$ cat config.mk
export PLATFORM = sky130hd
export DESIGN_NAME = mem_stage_flat
export DESIGN_NICKNAME = d
export VERILOG_FILES = /design/src/rtl/pipeline_flow_types.sv /design/src/rtl/pipeline_ifs.sv /design/src/rtl/mem_stage_load_extend.sv /design/src/rtl/mem_stage.sv /design/src/flat_wrapper.sv
export SDC_FILE = /design/constraint.sdc
export NUM_CORES = 1
export LEC_CHECK = 0
export ABC_AREA = 1
export CAP_MARGIN = 25
export CORE_AREA = 2 2 191 193
export DETAILED_ROUTE_END_ITERATION = 8
export DIE_AREA = 0 0 193 195
export PLACE_DENSITY_LB_ADDON = 0.25
export SETUP_SLACK_MARGIN = 0.3
export SYNTH_ARGS = -nofsm -noshare
export SYNTH_HDL_FRONTEND = slang
export SYNTH_SLANG_ARGS = --single-unit
$ cat constraint.sdc
create_clock -name clk -period 3.65 [get_ports clk]
set_clock_uncertainty 0.1 [all_clocks]
set_input_delay 0.73 -clock clk [delete_from_list [all_inputs] [get_ports clk]]
set_output_delay 0.73 -clock clk [all_outputs]
set_load 0.01 [all_outputs]
$ cat src/rtl/pipeline_flow_types.sv
// Shared pipeline-register types for the EX/MEM and MEM/WB boundaries.
// Also holds the byte-lane helpers used by the memory stage.
package pipeline_flow_types;

    typedef enum logic [1:0] {
        MEMWIDTH_BYTE = 2'd0,
        MEMWIDTH_HALF = 2'd1,
        MEMWIDTH_WORD = 2'd2
    } mem_width_t;

    typedef struct packed {
        logic       MemRead;
        logic       MemWrite;
        mem_width_t MemWidth;
        logic       MemUnsigned;
    } mem_ctrl_t;

    typedef struct packed {
        logic       RegWrite;
        logic [1:0] ResultSrc;
    } wb_ctrl_t;

    typedef struct packed {
        logic [31:0] alu_result;
        logic [31:0] rs2_data;
        logic [31:0] pc_incr;
        logic [31:0] pc_offset;
        logic [31:0] immediate;
        logic [4:0]  rd_addr;
        mem_ctrl_t   mem_ctrl;
        wb_ctrl_t    wb_ctrl;
    } ex_mem_flow_t;

    typedef struct packed {
        logic [31:0] alu_result;
        logic [31:0] mem_data;
        logic [31:0] pc_incr;
        logic [31:0] pc_offset;
        logic [31:0] immediate;
        logic [4:0]  rd_addr;
        wb_ctrl_t    wb_ctrl;
        logic        mem_fault;
        logic        misaligned;
    } mem_wb_flow_t;

    function automatic logic is_misaligned(input mem_width_t width, input logic [1:0] off);
        logic mis;
        case (width)
            MEMWIDTH_BYTE: mis = 1'b0;
            MEMWIDTH_HALF: mis = off[0];
            default:       mis = (off != 2'b00);
        endcase
        return mis;
    endfunction

    function automatic logic [3:0] lane_enables(input mem_width_t width, input logic [1:0] off);
        logic [3:0] be;
        case (width)
            MEMWIDTH_BYTE: be = 4'b0001 << off;
            MEMWIDTH_HALF: be = 4'b0011 << {off[1], 1'b0};
            default:       be = 4'b1111;
        endcase
        return be;
    endfunction

    function automatic logic [31:0] lane_data(input mem_width_t width, input logic [31:0] rs2);
        logic [31:0] wd;
        case (width)
            MEMWIDTH_BYTE: wd = {4{rs2[7:0]}};
            MEMWIDTH_HALF: wd = {2{rs2[15:0]}};
            default:       wd = rs2;
        endcase
        return wd;
    endfunction

endpackage

$ cat src/rtl/pipeline_ifs.sv
// Side-band interfaces from the memory stage to forwarding and hazard control.
interface forwarding_if;
    logic [4:0]  mem_rd_addr;
    logic        mem_RegWrite;
    logic [31:0] mem_data;

    modport mem_stage (output mem_rd_addr, output mem_RegWrite, output mem_data);
    modport forwarding_unit (input mem_rd_addr, input mem_RegWrite, input mem_data);
endinterface

interface hazard_if;
    logic Stall;

    modport mem_stage (output Stall);
    modport hazard_unit (input Stall);
endinterface

$ cat src/rtl/mem_stage_load_extend.sv
// Load-data lane selection and sign/zero extension of a raw bus word.
module load_extend
    import pipeline_flow_types::*;
(
    input  logic [31:0] rdata,
    input  logic [1:0]  byte_off,
    input  mem_width_t  width,
    input  logic        is_unsigned,
    output logic [31:0] data
);
    logic [7:0]  byte_s;
    logic [15:0] half_s;

    // Pick the addressed lane, then extend it to a full word.
    always_comb begin
        case (byte_off)
            2'd0:    byte_s = rdata[7:0];
            2'd1:    byte_s = rdata[15:8];
            2'd2:    byte_s = rdata[23:16];
            default: byte_s = rdata[31:24];
        endcase
        if (byte_off[1]) begin
            half_s = rdata[31:16];
        end else begin
            half_s = rdata[15:0];
        end
        case (width)
            MEMWIDTH_BYTE: data = is_unsigned ? {24'h000000, byte_s} : {{24{byte_s[7]}}, byte_s};
            MEMWIDTH_HALF: data = is_unsigned ? {16'h0000, half_s} : {{16{half_s[15]}}, half_s};
            default:       data = rdata;
        endcase
    end
endmodule

$ cat src/rtl/mem_stage.sv
// Memory-access stage: byte-lane req/ack transaction, load extension,
// wait watchdog and the MEM/WB pipeline register.
module mem_stage
    import pipeline_flow_types::*;
#(
    parameter int TIMEOUT_CYCLES = 255
) (
    input  logic         clk,
    input  logic         rst,
    input  ex_mem_flow_t inflow,
    output mem_wb_flow_t outflow,
    output logic         dmem_req,
    output logic         dmem_we,
    output logic [31:0]  dmem_addr,
    output logic [31:0]  dmem_wdata,
    output logic [3:0]   dmem_be,
    input  logic         dmem_ack,
    input  logic [31:0]  dmem_rdata,
    forwarding_if.mem_stage fd,
    hazard_if.mem_stage     hd
);
    localparam int CNT_W = (TIMEOUT_CYCLES > 0) ? $clog2(TIMEOUT_CYCLES + 1) : 1;
    localparam logic [CNT_W-1:0] CNT_LIMIT = CNT_W'(TIMEOUT_CYCLES);
    localparam logic WDOG_EN = (TIMEOUT_CYCLES != 0);

    typedef enum logic {ST_IDLE = 1'b0, ST_BUSY = 1'b1} state_t;

    state_t         state_r, state_s;
    logic [CNT_W-1:0] cnt_r, cnt_s;
    mem_wb_flow_t   outflow_r, outflow_s;
    logic           access_s, misaligned_s, bus_access_s, timeout_hit_s, stall_s;
    logic [31:0]    load_data_s;

    load_extend u_load_extend (
        .rdata       (dmem_rdata),
        .byte_off    (inflow.alu_result[1:0]),
        .width       (inflow.mem_ctrl.MemWidth),
        .is_unsigned (inflow.mem_ctrl.MemUnsigned),
        .data        (load_data_s)
    );

    // Access decode, bus fields and the stall the front of the pipe sees.
    always_comb begin
        access_s      = inflow.mem_ctrl.MemRead | inflow.mem_ctrl.MemWrite;
        misaligned_s  = access_s & is_misaligned(inflow.mem_ctrl.MemWidth, inflow.alu_result[1:0]);
        bus_access_s  = access_s & ~misaligned_s;
        timeout_hit_s = WDOG_EN & (state_r == ST_BUSY) & (cnt_r == CNT_LIMIT);
        stall_s       = bus_access_s & ~dmem_ack & ~timeout_hit_s;
        dmem_req      = ~rst & bus_access_s;
        dmem_we       = inflow.mem_ctrl.MemWrite;
        dmem_addr     = {inflow.alu_result[31:2], 2'b00};
        dmem_be       = lane_enables(inflow.mem_ctrl.MemWidth, inflow.alu_result[1:0]);
        dmem_wdata    = lane_data(inflow.mem_ctrl.MemWidth, inflow.rs2_data);
        hd.Stall      = stall_s;
    end

    // Forwarding sees the instruction currently occupying this stage.
    always_comb begin
        fd.mem_rd_addr  = inflow.rd_addr;
        fd.mem_RegWrite = inflow.wb_ctrl.RegWrite;
        fd.mem_data     = inflow.alu_result;
    end

    // IDLE/BUSY sequencing; the counter tracks wait cycles since the request.
    always_comb begin
        state_s = state_r;
        cnt_s   = cnt_r;
        case (state_r)
            ST_IDLE: begin
                if (bus_access_s & ~dmem_ack) begin
                    state_s = ST_BUSY;
                    cnt_s   = WDOG_EN ? CNT_W'(1) : '0;
                end else begin
                    cnt_s   = '0;
                end
            end
            ST_BUSY: begin
                if (dmem_ack | timeout_hit_s | ~bus_access_s) begin
                    state_s = ST_IDLE;
                    cnt_s   = '0;
                end else if (WDOG_EN) begin
                    cnt_s   = cnt_r + CNT_W'(1);
                end else begin
                    cnt_s   = cnt_r;
                end
            end
            default: begin
                state_s = ST_IDLE;
                cnt_s   = '0;
            end
        endcase
    end

    // Next MEM/WB contents: the completing instruction, or a bubble while stalled.
    always_comb begin
        outflow_s = '0;
        if (!stall_s) begin
            outflow_s.alu_result = inflow.alu_result;
            outflow_s.pc_incr    = inflow.pc_incr;
            outflow_s.pc_offset  = inflow.pc_offset;
            outflow_s.immediate  = inflow.immediate;
            outflow_s.rd_addr    = inflow.rd_addr;
            outflow_s.wb_ctrl    = inflow.wb_ctrl;
            if (misaligned_s) begin
                outflow_s.misaligned       = 1'b1;
                outflow_s.wb_ctrl.RegWrite = 1'b0;
            end else if (bus_access_s & ~dmem_ack) begin
                outflow_s.mem_fault        = 1'b1;
                outflow_s.wb_ctrl.RegWrite = 1'b0;
            end else if (bus_access_s & inflow.mem_ctrl.MemRead) begin
                outflow_s.mem_data = load_data_s;
            end else begin
                outflow_s.mem_data = 32'h0000_0000;
            end
        end else begin
            outflow_s = '0;
        end
    end

    // State, wait counter and MEM/WB register.
    always_ff @(posedge clk) begin
        if (rst) begin
            state_r   <= ST_IDLE;
            cnt_r     <= '0;
            outflow_r <= '0;
        end else begin
            state_r   <= state_s;
            cnt_r     <= cnt_s;
            outflow_r <= outflow_s;
        end
    end

    assign outflow = outflow_r;

endmodule

$ cat src/flat_wrapper.sv
// flat-port wrapper written by rule: the top's interface ports become plain ports
module mem_stage_flat import pipeline_flow_types::*;
#(
    parameter int TIMEOUT_CYCLES = 255
)
  (clk, rst, inflow, outflow, dmem_req, dmem_we, dmem_addr, dmem_wdata, dmem_be, dmem_ack, dmem_rdata, fd_mem_rd_addr, fd_mem_RegWrite, fd_mem_data, hd_Stall);
  forwarding_if fd_i ();
  hazard_if hd_i ();
  input  logic clk;
  input  logic rst;
  input  ex_mem_flow_t inflow;
  output mem_wb_flow_t outflow;
  output logic dmem_req;
  output logic dmem_we;
  output logic [31:0] dmem_addr;
  output logic [31:0] dmem_wdata;
  output logic [3:0] dmem_be;
  input  logic dmem_ack;
  input  logic [31:0] dmem_rdata;
  output wire logic [$bits(fd_i.mem_rd_addr)-1:0] fd_mem_rd_addr;
  output wire logic [$bits(fd_i.mem_RegWrite)-1:0] fd_mem_RegWrite;
  output wire logic [$bits(fd_i.mem_data)-1:0] fd_mem_data;
  output wire logic [$bits(hd_i.Stall)-1:0] hd_Stall;
  assign fd_mem_rd_addr = fd_i.mem_rd_addr;
  assign fd_mem_RegWrite = fd_i.mem_RegWrite;
  assign fd_mem_data = fd_i.mem_data;
  assign hd_Stall = hd_i.Stall;
  mem_stage #(.TIMEOUT_CYCLES(TIMEOUT_CYCLES)) u_core (.clk(clk), .rst(rst), .inflow(inflow), .outflow(outflow), .dmem_req(dmem_req), .dmem_we(dmem_we), .dmem_addr(dmem_addr), .dmem_wdata(dmem_wdata), .dmem_be(dmem_be), .dmem_ack(dmem_ack), .dmem_rdata(dmem_rdata), .fd(fd_i), .hd(hd_i));
endmodule
* Word level (Yosys, flattened, before mapping)
Cells that the tools add are included.
** Storage, ports and cells
- Bits in registers :: 179
- Bits of input ports :: 208
- Output and inout bits :: 279
** Cells by class
- $add $sub $neg :: 1
- Eq/ne operators :: 4
- Shift operators :: 2
- Muxes and demuxes :: 15
- Bitwise operators :: 17
- Reduce and logical (&&, ||, !) cells :: 7
** Operators by type and width (count)
- case mux 32 bit (2 select lines) :: 2
- two-way mux 32 bit :: 2
- case mux 8 bit (3 select lines) :: 1
- two-way mux 16 bit :: 1
- case mux 8 bit (2 select lines) :: 1
- adder 8 x 1 -> 8 bit, second input constant :: 1
- equality test 8 bit, second input constant :: 1
- two-way mux 8 bit :: 1
- case mux 4 bit (2 select lines) :: 1
- AND 1 bit :: 7
- NOT 1 bit :: 7
- OR reduction 5 bit :: 1
- equality test 2 x 1 -> 1 bit, second input constant :: 2
- zero test 2 bit :: 2
- two-way mux 1 bit :: 4
- case mux 1 bit (2 select lines) :: 2
- OR reduction 4 bit :: 1
- left shift 1 x 2 -> 4 bit, first input constant :: 1
- left shift 2 x 2 -> 4 bit, first input constant :: 1
- OR 1 bit :: 3
- OR reduction 3 bit :: 1
- equality test 2 bit, second input constant :: 1
- nonzero test 2 bit :: 1
- OR reduction 2 bit :: 1

* Depth between registers and ports, before layout
Gate-level depths: netlist of the first run.
- Word-level depth :: 9
- Depth in mapped cells :: 11
- Gate-level depth less buffers :: 9

* Modules after synthesis
Synthesis of the first run repeated with hierarchy kept, for this count alone.
** Unflattened totals
- Cell total of the unflattened synthesis :: 911
- Area, all modules :: 7084.3 um^2
** Modules (own cells, without submodules)
- mem_stage :: times used 1, cells an instance 754, area each 6206.0 um^2, sequential area each 3583.4 um^2
- load_extend :: times used 1, cells an instance 157, area each 878.3 um^2, sequential area each 0.0 um^2

* Worst setup path after synthesis of the first run
OpenSTA, ideal clock, no wires.
- Path kind :: input -> output
- Start :: input port inflow[5] (netlist name)
- End :: output port dmem_be[3]
- Data arrival time :: 1.652 ns
- Data required time :: 2.820 ns
- Setup slack :: 1.168 ns
- Stages on the path :: 8
- Cells stage by stage :: buf_6 > inv_2 > nand2_1 > inv_1 > buf_2 > nand2_1 > inv_1 > o21ai_0
** On the way
- Word-level cells in the longest chain between the ends :: 2
- Elaborated cells between the ends (all ways) :: 3
- Classes of those cells :: eq/ne (1); mux (1); reduce/logical (1)
** Ends and longest elaborated chain
- from (decl) :: RTL line flat_wrapper.sv:11 : input ex_mem_flow_t inflow;
- equality test 2 x 1 -> 1 bit or zero test 2 bit (tied branches) :: RTL line pipeline_flow_types.sv:58 : case (width)
- case mux 4 bit (2 select lines) (*) :: RTL line pipeline_flow_types.sv:58
- to (decl) :: RTL line flat_wrapper.sv:17 : output logic [3:0] dmem_be;
Every way passes the cells marked *; elsewhere a longest branch is shown, timed or not.

* Worst setup path after layout of the first run
- Start :: input port inflow[141] (netlist name)
- End :: output port hd_Stall
** On the way
- Word-level cells in the longest chain between the ends :: 7
** Ends and longest elaborated chain
- nonzero test 2 bit :: RTL line pipeline_flow_types.sv:51 : default: mis = (off != 2'b00);
- case mux 1 bit (2 select lines) (*) :: RTL line pipeline_flow_types.sv:48 : case (width)
- AND 1 bit (*) :: RTL line mem_stage.sv:45 : misaligned_s = access_s & is_misaligned(inflow.mem_ctrl.MemWidth, inflow.alu_result[1:0]);
- NOT 1 bit (*) :: RTL line mem_stage.sv:46 : bus_access_s = access_s & ~misaligned_s;
- AND 1 bit (*) :: RTL line mem_stage.sv:46
- AND 1 bit (*) (2 in a row) :: RTL line mem_stage.sv:48 : stall_s = bus_access_s & ~dmem_ack & ~timeout_hit_s;
- to (decl) :: RTL line flat_wrapper.sv:23 : output wire logic [$bits(hd_i.Stall)-1:0] hd_Stall;
Marks and branches as above.

==> metrics.txt, run 1 <==
# TYPE chip_impl_metric gauge
chip_impl_info{name="outcome",value="completed"} 1
chip_impl_metric{name="synthCells",unit=""} 922
chip_impl_metric{name="worst_ir_drop_vdd",unit="mV"} 0.303
chip_impl_info{name="critPathMostFrequentCell",value="sky130_fd_sc_hd__nand2_2"} 1
chip_impl_metric{name="grt_pass1_wl",unit="µm"} 38600
chip_impl_metric{name="power.density",unit="nW/µm²"} 411
chip_impl_metric{name="grt_max_degree",unit=""} 55
chip_impl_metric{name="report.final.setup_viol",unit=""} 0
chip_impl_metric{name="drt_pass1_iterations",unit=""} 5
chip_impl_metric{name="post_cts_hold_buffer_count",unit=""} 0
chip_impl_metric{name="post_drt_via_cell_ratio",unit=""} 3.76
chip_impl_metric{name="final_period_minus_worst_setup_slack",unit="ns"} 3.22
chip_impl_metric{name="post-route-drc-count",unit=""} 0
chip_impl_metric{name="htree_levels",unit=""} 4
chip_impl_info{name="cp-start-kind",value="input port"} 1
chip_impl_metric{name="globalRouteTotalUtil",unit=""} 0.138
chip_impl_metric{name="num_vias",unit=""} 6799
chip_impl_metric{name="share_seq_of_total_power",unit=""} 0.405
chip_impl_metric{name="global_route.overflow_total",unit=""} 0
chip_impl_metric{name="grtUsageMet3",unit=""} 0.0563
chip_impl_metric{name="critical_path_peak_fanout",unit=""} 5
chip_impl_metric{name="grtUsageMet1",unit=""} 0.139
chip_impl_metric{name="design.final.nets",unit=""} 1541
chip_impl_metric{name="routabilityCongestion",unit=""} 0.880
chip_impl_metric{name="cts.path.max_buffers",unit=""} 2
chip_impl_metric{name="worstPathArrival",unit="ns"} 2.39
chip_impl_info{name="synth_common_cells",value="179 x sky130_fd_sc_hd__dfxtp_1, 177 x sky130_fd_sc_hd__inv_1, 169 x sky130_fd_sc_hd__nand2_1, 167 x sky130_fd_sc_hd__nor2_1, 79 x sky130_fd_sc_hd__buf_4"} 1
chip_impl_metric{name="gr-usage-met2",unit=""} 0.253
chip_impl_metric{name="numClockSinks",unit=""} 179
chip_impl_metric{name="synth_area_per_cell",unit="µm²"} 7.58
chip_impl_metric{name="detail-route-antenna-nets",unit=""} 0
chip_impl_metric{name="sw_frac_of_total",unit=""} 0.241
chip_impl_info{name="cpMaxStageDelayCell",value="sky130_fd_sc_hd__clkdlybuf4s50_1"} 1
chip_impl_metric{name="async_reset_ff_frac",unit=""} 0
chip_impl_metric{name="final-hold-violation-count",unit=""} 0
chip_impl_metric{name="post_synth_instance_area",unit="µm²"} 6990
chip_impl_info{name="clk_root_buffer_cell",value="sky130_fd_sc_hd__clkbuf_16"} 1
chip_impl_info{name="synth_most_common_cell",value="sky130_fd_sc_hd__dfxtp_1"} 1
chip_impl_metric{name="ys_types",unit=""} 30
chip_impl_metric{name="p_leak",unit="nW"} 5.73
chip_impl_metric{name="postCtsSetupBuffers",unit=""} 0
chip_impl_metric{name="drive_gt1_frac",unit=""} 0.0535
chip_impl_metric{name="num_rows",unit=""} 69
chip_impl_info{name="worst_hold_startpoint",value="u_core.state_r$_SDFF_PP0_"} 1
chip_impl_metric{name="clockPowerShare",unit=""} 0.406
chip_impl_metric{name="seq_area_frac_synth",unit=""} 0.513
chip_impl_metric{name="max_stage_delay",unit="ns"} 0.54
chip_impl_info{name="crit_type",value="input port to output port"} 1
chip_impl_info{name="synth_top_cells_by_area",value="sky130_fd_sc_hd__dfxtp_1 51%, sky130_fd_sc_hd__inv_1 9.5%, sky130_fd_sc_hd__nand2_1 9.1%, sky130_fd_sc_hd__nor2_1 9.0%, sky130_fd_sc_hd__buf_4 8.5%"} 1
chip_impl_metric{name="final_area",unit="µm²"} 12500
chip_impl_metric{name="cp.required",unit="ns"} 2.82
chip_impl_metric{name="pin_count",unit=""} 487
chip_impl_metric{name="clock.fmax",unit="MHz"} 311
chip_impl_info{name="layer_carrying_the_most_global_route_usage",value="met2"} 1
chip_impl_metric{name="synth.ff_latch_count",unit=""} 179
chip_impl_metric{name="area.growth.synth_to_final",unit="%"} 78.3
chip_impl_info{name="unrepaired_setup_endpoints_after_global_routing",value="false"} 1
chip_impl_metric{name="wirelength",unit="µm"} 27100
chip_impl_metric{name="worst_skew_pair.late_latency",unit="ns"} 0.43
chip_impl_metric{name="floorplan.die.height",unit="µm"} 195
chip_impl_metric{name="share_of_the_clock_period_used_by_the_worst_path_after_layout",unit=""} 0.882
chip_impl_metric{name="intPower",unit="mW"} 3.88
chip_impl_metric{name="dpl-instance-area",unit="µm²"} 11800
chip_impl_metric{name="drv_cap",unit=""} 0
chip_impl_info{name="dominantRegCellSynth",value="sky130_fd_sc_hd__dfxtp_1"} 1
chip_impl_metric{name="timing.final.max_slew_violations",unit=""} 0
chip_impl_metric{name="fin_tns_setup",unit="ns"} 0
chip_impl_metric{name="start_util",unit=""} 0.197
chip_impl_metric{name="power.switching",unit="mW"} 1.23
chip_impl_metric{name="die_width",unit="µm"} 193
chip_impl_metric{name="fillers",unit=""} 3719
chip_impl_info{name="r2r_end",value="u_core.outflow[5]$_SDFF_PP0_"} 1
chip_impl_metric{name="synth_edf_count",unit=""} 0
chip_impl_metric{name="hpwl",unit="µm"} 21800
chip_impl_metric{name="antenna_found_initial",unit=""} 2
chip_impl_metric{name="via_count_of_the_first_global_routing_pass",unit=""} 6614
chip_impl_metric{name="route.detailed.wl_per_inst",unit="µm"} 15.0
chip_impl_metric{name="core-area",unit="µm²"} 35400
chip_impl_metric{name="port_buffers",unit=""} 484
chip_impl_metric{name="insertedDiodeCount",unit=""} 0
chip_impl_info{name="end_kind",value="output port"} 1
chip_impl_metric{name="die_area",unit="µm²"} 37600
chip_impl_metric{name="comb_power_share",unit=""} 0.189
chip_impl_metric{name="cts_made_buffers",unit=""} 17
chip_impl_metric{name="regToRegSetupSlack",unit="ns"} 1.72
chip_impl_info{name="synthDominantAreaCellType",value="sky130_fd_sc_hd__dfxtp_1"} 1
chip_impl_info{name="min_to",value="u_core.cnt_r[0]$_SDFF_PP0_"} 1
chip_impl_metric{name="timing.reg2reg.worst_path_depth",unit=""} 8
chip_impl_metric{name="timing.hold.worst_path_depth",unit=""} 1
chip_impl_metric{name="path_clk_slew",unit="ns"} 0.07
chip_impl_metric{name="timing.max_slew.rel_slack",unit=""} 0.546
chip_impl_metric{name="synth_top_cell_area_share",unit=""} 0.513
chip_impl_metric{name="detail_route.iter0.violations",unit=""} 174
chip_impl_info{name="path_cells",value="clkdlybuf4s50_1 -> inv_2 -> nand2_1 -> nand2_2 -> nand2_2 -> nor2_4 -> nand2_2 -> inv_1 -> clkdlybuf4s50_1"} 1
chip_impl_info{name="timing.rr.start",value="u_core.cnt_r[0]$_SDFF_PP0_"} 1
chip_impl_metric{name="synth.yosys.warnings",unit=""} 0
chip_impl_metric{name="transition_time_at_the_pin_with_the_least_slew_margin",unit="ns"} 0.678
chip_impl_info{name="hold_path_class",value="flip-flop to flip-flop"} 1
chip_impl_info{name="tritoncts",value="yes"} 1
layer usage:
metal,vias up,share of wire
met5,-,0.0010
met4,4,0.023
met3,33,0.099
met2,342,0.51
met1,2987,0.37
li1,3433,-
layout by cell type (no fill, tap or decap), types with 3 or more instances in the layout:
master	synthesis	layout
sky130_fd_sc_hd__nor2_1	167	166
sky130_fd_sc_hd__a21oi_1	16	16
sky130_fd_sc_hd__bufinv_16	0	5
sky130_fd_sc_hd__clkbuf_8	0	3
sky130_fd_sc_hd__inv_2	2	3
sky130_fd_sc_hd__buf_4	79	19
sky130_fd_sc_hd__inv_1	177	176
sky130_fd_sc_hd__clkbuf_16	0	17
sky130_fd_sc_hd__nand2_2	3	3
sky130_fd_sc_hd__dfxtp_1	179	179
sky130_fd_sc_hd__nand3_1	38	38
sky130_fd_sc_hd__nor2_2	10	11
sky130_fd_sc_hd__nand4_1	5	5
sky130_fd_sc_hd__o21ai_0	15	14
sky130_fd_sc_hd__nand2_1	169	169
sky130_fd_sc_hd__xnor2_1	3	3
sky130_fd_sc_hd__o211ai_1	7	7
sky130_fd_sc_hd__clkdlybuf4s50_1	0	481
state kept, by name, indices dropped and copies added (netlist names):
| name | count |
|---|---|
| u_core.state_r | 1 |
| u_core.outflow | 170 |
| u_core.cnt_r | 8 |
repair_timing:
item	in CTS	in global routing
hold endpoints to repair	0	0
resized for setup	3	4
setup endpoints to repair	9	3
kinds of logic (layout without fill, tap and decap cells):
group | count (synthesis) | in the layout | synth area share
compound gates | 43 | 43 | 0.0355
other cells | 1 | 2 | 0.000537
fa+ha+maj | 1 | 1 | 0.00179
buf+inv | 294 | 716 | 0.211
flops | 179 | 179 | 0.513
simple gates | 399 | 399 | 0.232
xor+xnor | 5 | 5 | 0.00627
per-stage QoR:
stage | utilization | hold slack (ns) | power (mW) | setup slack [ns] | cells
2_1_floorplan | - | 0.331 | 2.49 | 1.17 | 923
3_3_place_gp | 0.333 | 0.365 | 3.09 | 0.189 | 1774
3_5_place_dp | 0.333 | 0.363 | 3.10 | 0.164 | 1774
4_1_cts | 0.352 | 0.382 | 5.21 | 0.345 | 1806
5_1_grt | 0.352 | 0.427 | 5.36 | 0.347 | 1806
6_report | 0.352 | 0.384 | 5.12 | 0.432 | 1806
power by group through the flow:
| stage | Combinational [mW] | Sequential [mW] | Clock, mW |
|---|---|---|---|
| after floorplan | 0.323 | 2.17 | 0 |
| after global placement | 0.976 | 2.12 | 0 |
| after detailed placement | 0.976 | 2.12 | 0 |
| after CTS | 0.982 | 2.07 | 2.16 |
| after global routing | 1.04 | 2.08 | 2.23 |
| final | 0.965 | 2.07 | 2.08 |
how the worst max path moves through the flow:
stage / from / end / cells past startpoint
CTS: inflow[4] / dmem_wdata[24] / 6
global route: inflow[141] / hd_Stall / 9
finish: inflow[141] / hd_Stall / 9
detailed placement: inflow[5] / dmem_wdata[24] / 5
global placement: inflow[5] / dmem_wdata[24] / 5
floorplan: inflow[5] / dmem_be[3] / 8
worst max-delay path: cells and delay by family:
family,cells,cell delay (ns)
and+or+nand+nor,5,0.49
buffers and inverters,4,1.16
final cells by class:
cell class                 count  area [µm²]  area share
sequential                   179        3580       0.288
clock buffer                  22         474      0.0381
clock inverter                10         194      0.0156
tap                          461         577      0.0463
inverter                     179         672      0.0539
multi-input combinational    450        1940       0.155
timing repair buffer         505        5020       0.403
Note: power is estimated with default switching activity, not from simulation.
==> run 2, diff against run 1 <==
Settings changed: PLACE_DENSITY set to 0.57, PLACE_DENSITY_LB_ADDON 0.25 to unset.
==> run 2 against run 1 <==
Routed wire length shrank 1.2%. Combinational power barely moved. Critical endpoint unchanged. Cell count did not move. Non-clock buffer count grew 1.
==> metrics.txt, run 2 (synthesized netlist as in run 1, its figures left out) <==
# TYPE chip_impl_metric gauge
chip_impl_metric{name="die_area",unit="µm²"} 37600
chip_impl_metric{name="grt_max_degree",unit=""} 71
chip_impl_metric{name="hpwl",unit="µm"} 21500
chip_impl_metric{name="wirelength",unit="µm"} 26700
chip_impl_metric{name="path_clk_slew",unit="ns"} 0.07
chip_impl_metric{name="p_leak",unit="nW"} 5.72
chip_impl_metric{name="timing.hold.worst_path_depth",unit=""} 1
chip_impl_metric{name="antenna_found_initial",unit=""} 0
chip_impl_metric{name="power.density",unit="nW/µm²"} 402
chip_impl_metric{name="cts.path.max_buffers",unit=""} 2
chip_impl_metric{name="transition_time_at_the_pin_with_the_least_slew_margin",unit="ns"} 0.620
chip_impl_metric{name="port_buffers",unit=""} 484
chip_impl_metric{name="drive_gt1_frac",unit=""} 0.0550
chip_impl_metric{name="clock.fmax",unit="MHz"} 308
chip_impl_metric{name="pin_count",unit=""} 487
chip_impl_metric{name="die_width",unit="µm"} 193
chip_impl_metric{name="route.detailed.wl_per_inst",unit="µm"} 14.8
chip_impl_metric{name="global_route.overflow_total",unit=""} 0
chip_impl_metric{name="post_drt_via_cell_ratio",unit=""} 3.81
chip_impl_info{name="layer_carrying_the_most_global_route_usage",value="met2"} 1
chip_impl_metric{name="final-hold-violation-count",unit=""} 0
chip_impl_metric{name="core-area",unit="µm²"} 35400
chip_impl_info{name="mostFrequentLayoutCell",value="sky130_fd_sc_hd__clkdlybuf4s50_1"} 1
chip_impl_metric{name="timing.max_slew.rel_slack",unit=""} 0.585
chip_impl_info{name="end_kind",value="output port"} 1
chip_impl_metric{name="num_vias",unit=""} 6874
chip_impl_metric{name="num_rows",unit=""} 69
chip_impl_metric{name="grtUsageMet1",unit=""} 0.133
chip_impl_metric{name="detail-route-antenna-nets",unit=""} 0
chip_impl_metric{name="area.growth.synth_to_final",unit="%"} 77.6
chip_impl_metric{name="cp.required",unit="ns"} 2.82
chip_impl_metric{name="final_period_minus_worst_setup_slack",unit="ns"} 3.25
chip_impl_metric{name="via_count_of_the_first_global_routing_pass",unit=""} 6935
chip_impl_metric{name="floorplan.die.height",unit="µm"} 195
chip_impl_info{name="unrepaired_setup_endpoints_after_global_routing",value="false"} 1
chip_impl_metric{name="insertedDiodeCount",unit=""} 0
chip_impl_metric{name="regToRegSetupSlack",unit="ns"} 1.70
chip_impl_metric{name="drt_pass1_iterations",unit=""} 4
chip_impl_metric{name="worst_ir_drop_vdd",unit="mV"} 0.308
chip_impl_metric{name="dpl-instance-area",unit="µm²"} 11800
chip_impl_metric{name="drv_cap",unit=""} 0
chip_impl_metric{name="critical_path_peak_fanout",unit=""} 5
chip_impl_metric{name="timing.final.max_slew_violations",unit=""} 0
chip_impl_metric{name="worstPathArrival",unit="ns"} 2.42
chip_impl_metric{name="share_of_the_clock_period_used_by_the_worst_path_after_layout",unit=""} 0.890
chip_impl_info{name="crit_type",value="input port to output port"} 1
chip_impl_metric{name="flip_flop_count_of_the_largest_register_after_layout",unit=""} 170
chip_impl_metric{name="cts_made_buffers",unit=""} 17
chip_impl_metric{name="fin_tns_setup",unit="ns"} 0
chip_impl_metric{name="detail_route.iter0.violations",unit=""} 187
chip_impl_metric{name="grt_pass1_wl",unit="µm"} 38800
chip_impl_metric{name="timing.reg2reg.worst_path_depth",unit=""} 8
chip_impl_info{name="outcome",value="completed"} 1
chip_impl_info{name="mostFrequentLayoutCells",value="480 x sky130_fd_sc_hd__clkdlybuf4s50_1, 179 x sky130_fd_sc_hd__dfxtp_1, 176 x sky130_fd_sc_hd__inv_1"} 1
chip_impl_metric{name="report.final.setup_viol",unit=""} 0
chip_impl_metric{name="design.final.nets",unit=""} 1542
chip_impl_metric{name="final_area",unit="µm²"} 12400
chip_impl_info{name="tritoncts",value="yes"} 1
chip_impl_metric{name="htree_levels",unit=""} 4
chip_impl_metric{name="post-route-drc-count",unit=""} 0
chip_impl_metric{name="gr-usage-met2",unit=""} 0.261
chip_impl_info{name="clk_root_buffer_cell",value="sky130_fd_sc_hd__clkbuf_16"} 1
chip_impl_info{name="cp-start-kind",value="input port"} 1
chip_impl_metric{name="numClockSinks",unit=""} 179
chip_impl_metric{name="post_cts_hold_buffer_count",unit=""} 0
chip_impl_metric{name="start_util",unit=""} 0.197
chip_impl_metric{name="worst_skew_pair.late_latency",unit="ns"} 0.44
chip_impl_info{name="hold_path_class",value="flip-flop to flip-flop"} 1
chip_impl_metric{name="routabilityCongestion",unit=""} 0.877
chip_impl_metric{name="globalRouteTotalUtil",unit=""} 0.138
chip_impl_metric{name="grtUsageMet3",unit=""} 0.0568
==> run 2: changes by cell type in the layout (fill, tap and decap cells not counted) <==
cell / delta
sky130_fd_sc_hd__clkbuf_8: -2
sky130_fd_sc_hd__inv_6: +1
sky130_fd_sc_hd__dlymetal6s2s_1: +1
sky130_fd_sc_hd__clkbuf_1: -2
sky130_fd_sc_hd__clkinv_4: +3
sky130_fd_sc_hd__o21ai_0: +1
sky130_fd_sc_hd__clkinv_2: +1
sky130_fd_sc_hd__clkdlybuf4s50_1: -1
sky130_fd_sc_hd__o21ai_1: -1
sky130_fd_sc_hd__bufinv_16: -2
sky130_fd_sc_hd__buf_4: +2
sky130_fd_sc_hd__buf_6: -1
==> run 2: timing repair <==
action                                  4_1_cts  5_1_grt
cloned                                        0        0
setup buffers                                 0        1
endpoints found under the setup margin        5        5
pin swaps                                     0        1
gates resized for setup                       2        4
==> run 2: worst paths after layout <==
| check | from | to |
|---|---|---|
| setup / recovery | inflow[141] | hd_Stall |
| hold / removal | u_core.state_r$_SDFF_PP0_ | u_core.cnt_r[0]$_SDFF_PP0_ |
| setup reg to reg | u_core.cnt_r[0]$_SDFF_PP0_ | u_core.outflow[99]$_SDFF_PP0_ |
| hold reg to reg | u_core.state_r$_SDFF_PP0_ | u_core.cnt_r[0]$_SDFF_PP0_ |
==> run 2: routing by layer <==
| metal | up-vias | share of wire |
|---|---|---|
| li1 | 3427 | - |
| met1 | 3094 | 0.36 |
| met2 | 319 | 0.52 |
| met3 | 34 | 0.11 |
| met4 | 0 | 0.020 |
| met5 | - | 0 |
==> run 2: layout make-up <==
type,count,area (µm²)
multi-input combinational,450,1940
clock buffer,18,439
clock inverter,13,174
tap,461,577
fill,3777,23000
sequential,179,3580
inverter,179,672
timing repair buffer,506,5030
==> run 2: power by group <==
part | total [mW] | switching [mW] | internal, mW | leakage [nW]
clock | 1.94 | 0.837 | 1.10 | 0.295
combinational | 0.968 | 0.413 | 0.555 | 3.95
sequential | 2.07 | 0.0252 | 2.05 | 1.48
total | 4.98 | 1.28 | 3.71 | 5.72
==> run 2: critical path, stage by stage <==
cell                              delay (ns)
sky130_fd_sc_hd__clkdlybuf4s50_1        0.45
sky130_fd_sc_hd__inv_2                  0.12
sky130_fd_sc_hd__nand2_1                0.10
sky130_fd_sc_hd__nand2_2                0.08
sky130_fd_sc_hd__nand2_2                0.07
sky130_fd_sc_hd__nor2_4                 0.14
sky130_fd_sc_hd__nand2_2                0.10
sky130_fd_sc_hd__inv_1                  0.07
sky130_fd_sc_hd__clkdlybuf4s50_1        0.55
==> run 2: per-stage QoR <==
step	instances	utilization	hold slack [ns]	setup slack, ns	total power, mW
4_1_cts	1805	0.350	0.393	0.304	5.07
5_1_grt	1806	0.351	0.436	0.330	5.23
6_report	1806	0.351	0.382	0.402	4.98
2_1_floorplan	923	-	0.331	1.17	2.49
3_3_place_gp	1774	0.333	0.366	0.296	3.09
3_5_place_dp	1774	0.333	0.372	0.268	3.10
==> run 3, diff against run 2 <==
Settings changed: PLACE_DENSITY 0.57 to 0.59.
Clock period 3.65 ns to 2.9 ns, I/O delays scaled along.
==> run 3 against run 2 <==
Global-route usage is 0.58 points lower. Die area stayed put. Clock power is 15% higher. Cell count is 1.2% higher. Sequential share of layout area is 0.30 points lower. Sequential cell count stayed put. Utilization is 0.38 points higher. Combinational power is 26% higher. Register-to-register slack worse by 0.73 ns. Cell area is 1.1% higher. Largest power group unchanged.
==> metrics.txt, run 3 (synthesized netlist as in run 1, its figures left out) <==
# TYPE chip_impl_metric gauge
chip_impl_metric{name="global_route.overflow_total",unit=""} 0
chip_impl_metric{name="detail-route-antenna-nets",unit=""} 0
chip_impl_metric{name="wirelength",unit="µm"} 25700
chip_impl_metric{name="report.final.setup_viol",unit=""} 0
chip_impl_metric{name="final_period_minus_worst_setup_slack",unit="ns"} 2.65
chip_impl_metric{name="numPlacedInstances",unit=""} 1791
chip_impl_info{name="crit_type",value="input port to output port"} 1
chip_impl_metric{name="post-route-drc-count",unit=""} 0
chip_impl_metric{name="regToRegSetupSlack",unit="ns"} 0.97
chip_impl_metric{name="drive_gt1_frac",unit=""} 0.0717
chip_impl_info{name="worst_hold_startpoint",value="u_core.state_r$_SDFF_PP0_"} 1
chip_impl_metric{name="cts_made_buffers",unit=""} 17
chip_impl_info{name="unrepaired_setup_endpoints_after_global_routing",value="true"} 1
chip_impl_metric{name="num_vias",unit=""} 6920
chip_impl_info{name="mostFrequentLayoutCells",value="461 x sky130_fd_sc_hd__clkdlybuf4s50_1, 178 x sky130_fd_sc_hd__dfxtp_1, 177 x sky130_fd_sc_hd__inv_1"} 1
chip_impl_metric{name="path_clk_slew",unit="ns"} 0.07
chip_impl_metric{name="post_drt_via_cell_ratio",unit=""} 3.79
chip_impl_metric{name="port_buffers",unit=""} 484
chip_impl_info{name="hold_path_class",value="flip-flop to flip-flop"} 1
chip_impl_metric{name="finish.cell_count_without_fillers",unit=""} 1827
chip_impl_metric{name="timing.final.max_slew_violations",unit=""} 0
chip_impl_metric{name="grt_max_degree",unit=""} 69
chip_impl_info{name="timing.critical_path.to",value="dmem_be[0]"} 1
chip_impl_metric{name="power.density",unit="nW/µm²"} 483
chip_impl_metric{name="design.final.nets",unit=""} 1562
chip_impl_metric{name="hpwl",unit="µm"} 21000
chip_impl_metric{name="area.growth.synth_to_final",unit="%"} 79.5
chip_impl_metric{name="via_count_of_the_first_global_routing_pass",unit=""} 7025
chip_impl_metric{name="routabilityCongestion",unit=""} 0.848
chip_impl_metric{name="p_leak",unit="nW"} 5.88
chip_impl_info{name="timing.rr.start",value="u_core.cnt_r[0]$_SDFF_PP0_"} 1
chip_impl_metric{name="insertedDiodeCount",unit=""} 0
chip_impl_metric{name="die_width",unit="µm"} 193
chip_impl_info{name="timing.critical_path.from",value="inflow[141]"} 1
chip_impl_metric{name="numClockSinks",unit=""} 179
chip_impl_metric{name="core-area",unit="µm²"} 35400
chip_impl_info{name="r2r_end",value="u_core.outflow[66]$_SDFF_PP0_"} 1
chip_impl_metric{name="fin_tns_setup",unit="ns"} 0
chip_impl_metric{name="final-hold-violation-count",unit=""} 0
chip_impl_metric{name="die_area",unit="µm²"} 37600
chip_impl_metric{name="drv_cap",unit=""} 0
chip_impl_metric{name="worst_skew_pair.late_latency",unit="ns"} 0.44
chip_impl_metric{name="globalRouteTotalUtil",unit=""} 0.133
chip_impl_metric{name="antenna_found_initial",unit=""} 0
chip_impl_info{name="end_kind",value="output port"} 1
chip_impl_metric{name="worst_ir_drop_vdd",unit="mV"} 0.378
chip_impl_metric{name="cts.path.max_buffers",unit=""} 2
chip_impl_metric{name="drt_pass1_iterations",unit=""} 4
chip_impl_metric{name="cp.required",unit="ns"} 2.22
chip_impl_metric{name="route.detailed.wl_per_inst",unit="µm"} 14.1
chip_impl_metric{name="num_rows",unit=""} 69
chip_impl_metric{name="critical_path_peak_fanout",unit=""} 8
chip_impl_metric{name="htree_levels",unit=""} 4
chip_impl_metric{name="share_of_the_clock_period_used_by_the_worst_path_after_layout",unit=""} 0.912
chip_impl_metric{name="final_core_utilization",unit=""} 0.354
chip_impl_info{name="tritoncts",value="yes"} 1
chip_impl_metric{name="grt_pass1_wl",unit="µm"} 37900
chip_impl_info{name="outcome",value="completed"} 1
chip_impl_metric{name="timing.reg2reg.worst_path_depth",unit=""} 9
chip_impl_metric{name="fillers",unit=""} 3720
chip_impl_info{name="cp-start-kind",value="input port"} 1
chip_impl_metric{name="pin_count",unit=""} 487
chip_impl_metric{name="start_util",unit=""} 0.197
chip_impl_info{name="clk_root_buffer_cell",value="sky130_fd_sc_hd__clkbuf_16"} 1
chip_impl_metric{name="worstPathArrival",unit="ns"} 1.97
chip_impl_metric{name="floorplan.die.height",unit="µm"} 195
chip_impl_info{name="mostFrequentLayoutCell",value="sky130_fd_sc_hd__clkdlybuf4s50_1"} 1
chip_impl_metric{name="clock.fmax",unit="MHz"} 378
chip_impl_metric{name="detail_route.iter0.violations",unit=""} 217
chip_impl_metric{name="flip_flop_count_of_the_largest_register_after_layout",unit=""} 170
-- run 3: cell types whose count changed in the layout (fill, tap and decap cells not counted), sizes merged, moves of 5 or more --
cell,change
dlymetal6s2s,+5
inv,+6
clkdlybuf4s50,-19
buf,+20
dlygate4sd2,+11
-- run 3: timing repair --
item / in CTS / in global routing
resized for setup: 23 / 14
setup buffers: 0 / 4
setup endpoints to repair: 30 / 12
hold buffers: 0 / 0
pin swaps: 1 / 4
-- run 3: critical path, cell delays in order --
cell and delay (ns):
sky130_fd_sc_hd__clkdlybuf4s50_1 0.43, sky130_fd_sc_hd__buf_4 0.18, sky130_fd_sc_hd__o21ai_2 0.13, sky130_fd_sc_hd__nand2_1 0.07, sky130_fd_sc_hd__inv_1 0.05, sky130_fd_sc_hd__clkdlybuf4s50_1 0.52
-- run 3: routing by layer --
metal	global-route usage	up-vias	routed length (µm)
li1	-	3475	-
met1	0.133	3089	9300
met2	0.246	322	13200
met3	0.0509	34	2570
met4	0.0477	0	589
met5	0	-	0
-- run 3: worst min path at each step --
stage,endpoint,slack (ns),cells after the start
after global placement,u_core.cnt_r[0]$_SDFF_PP0_,0.36,1
after CTS,u_core.cnt_r[0]$_SDFF_PP0_,0.37,1
final,u_core.cnt_r[0]$_SDFF_PP0_,0.40,1
after detailed placement,u_core.cnt_r[0]$_SDFF_PP0_,0.37,1
after global routing,u_core.cnt_r[0]$_SDFF_PP0_,0.41,1
after floorplan,u_core.cnt_r[0]$_SDFF_PP0_,0.33,1
-- run 3: layout make-up --
type	count	area (µm²)	area share
clock buffers	17	425	0.0339
clock inverters	15	135	0.0108
inverters	179	672	0.0536
multi-input cells	450	1940	0.155
flip-flops and latches	179	3580	0.286
well taps	461	577	0.0460
repair buffers	526	5210	0.415
-- run 3: power breakdown --
part	leakage, nW	total [mW]	switching, mW	internal, mW
sequential	1.48	2.61	0.0316	2.58
clock	0.279	2.23	1.09	1.14
combinational	4.13	1.22	0.516	0.706
total	5.88	6.06	1.64	4.42
-- run 3: stage by stage --
step	power (mW)	cell area [µm²]	hold slack, ns	setup WS (ns)
5_1_grt	6.37	12500	0.411	0.183
3_3_place_gp	3.90	11900	0.359	-0.168
4_1_cts	6.18	12500	0.372	0.211
6_report	6.06	12500	0.395	0.254
3_5_place_dp	3.91	11900	0.366	-0.184
2_1_floorplan	3.14	6990	0.331	0.718
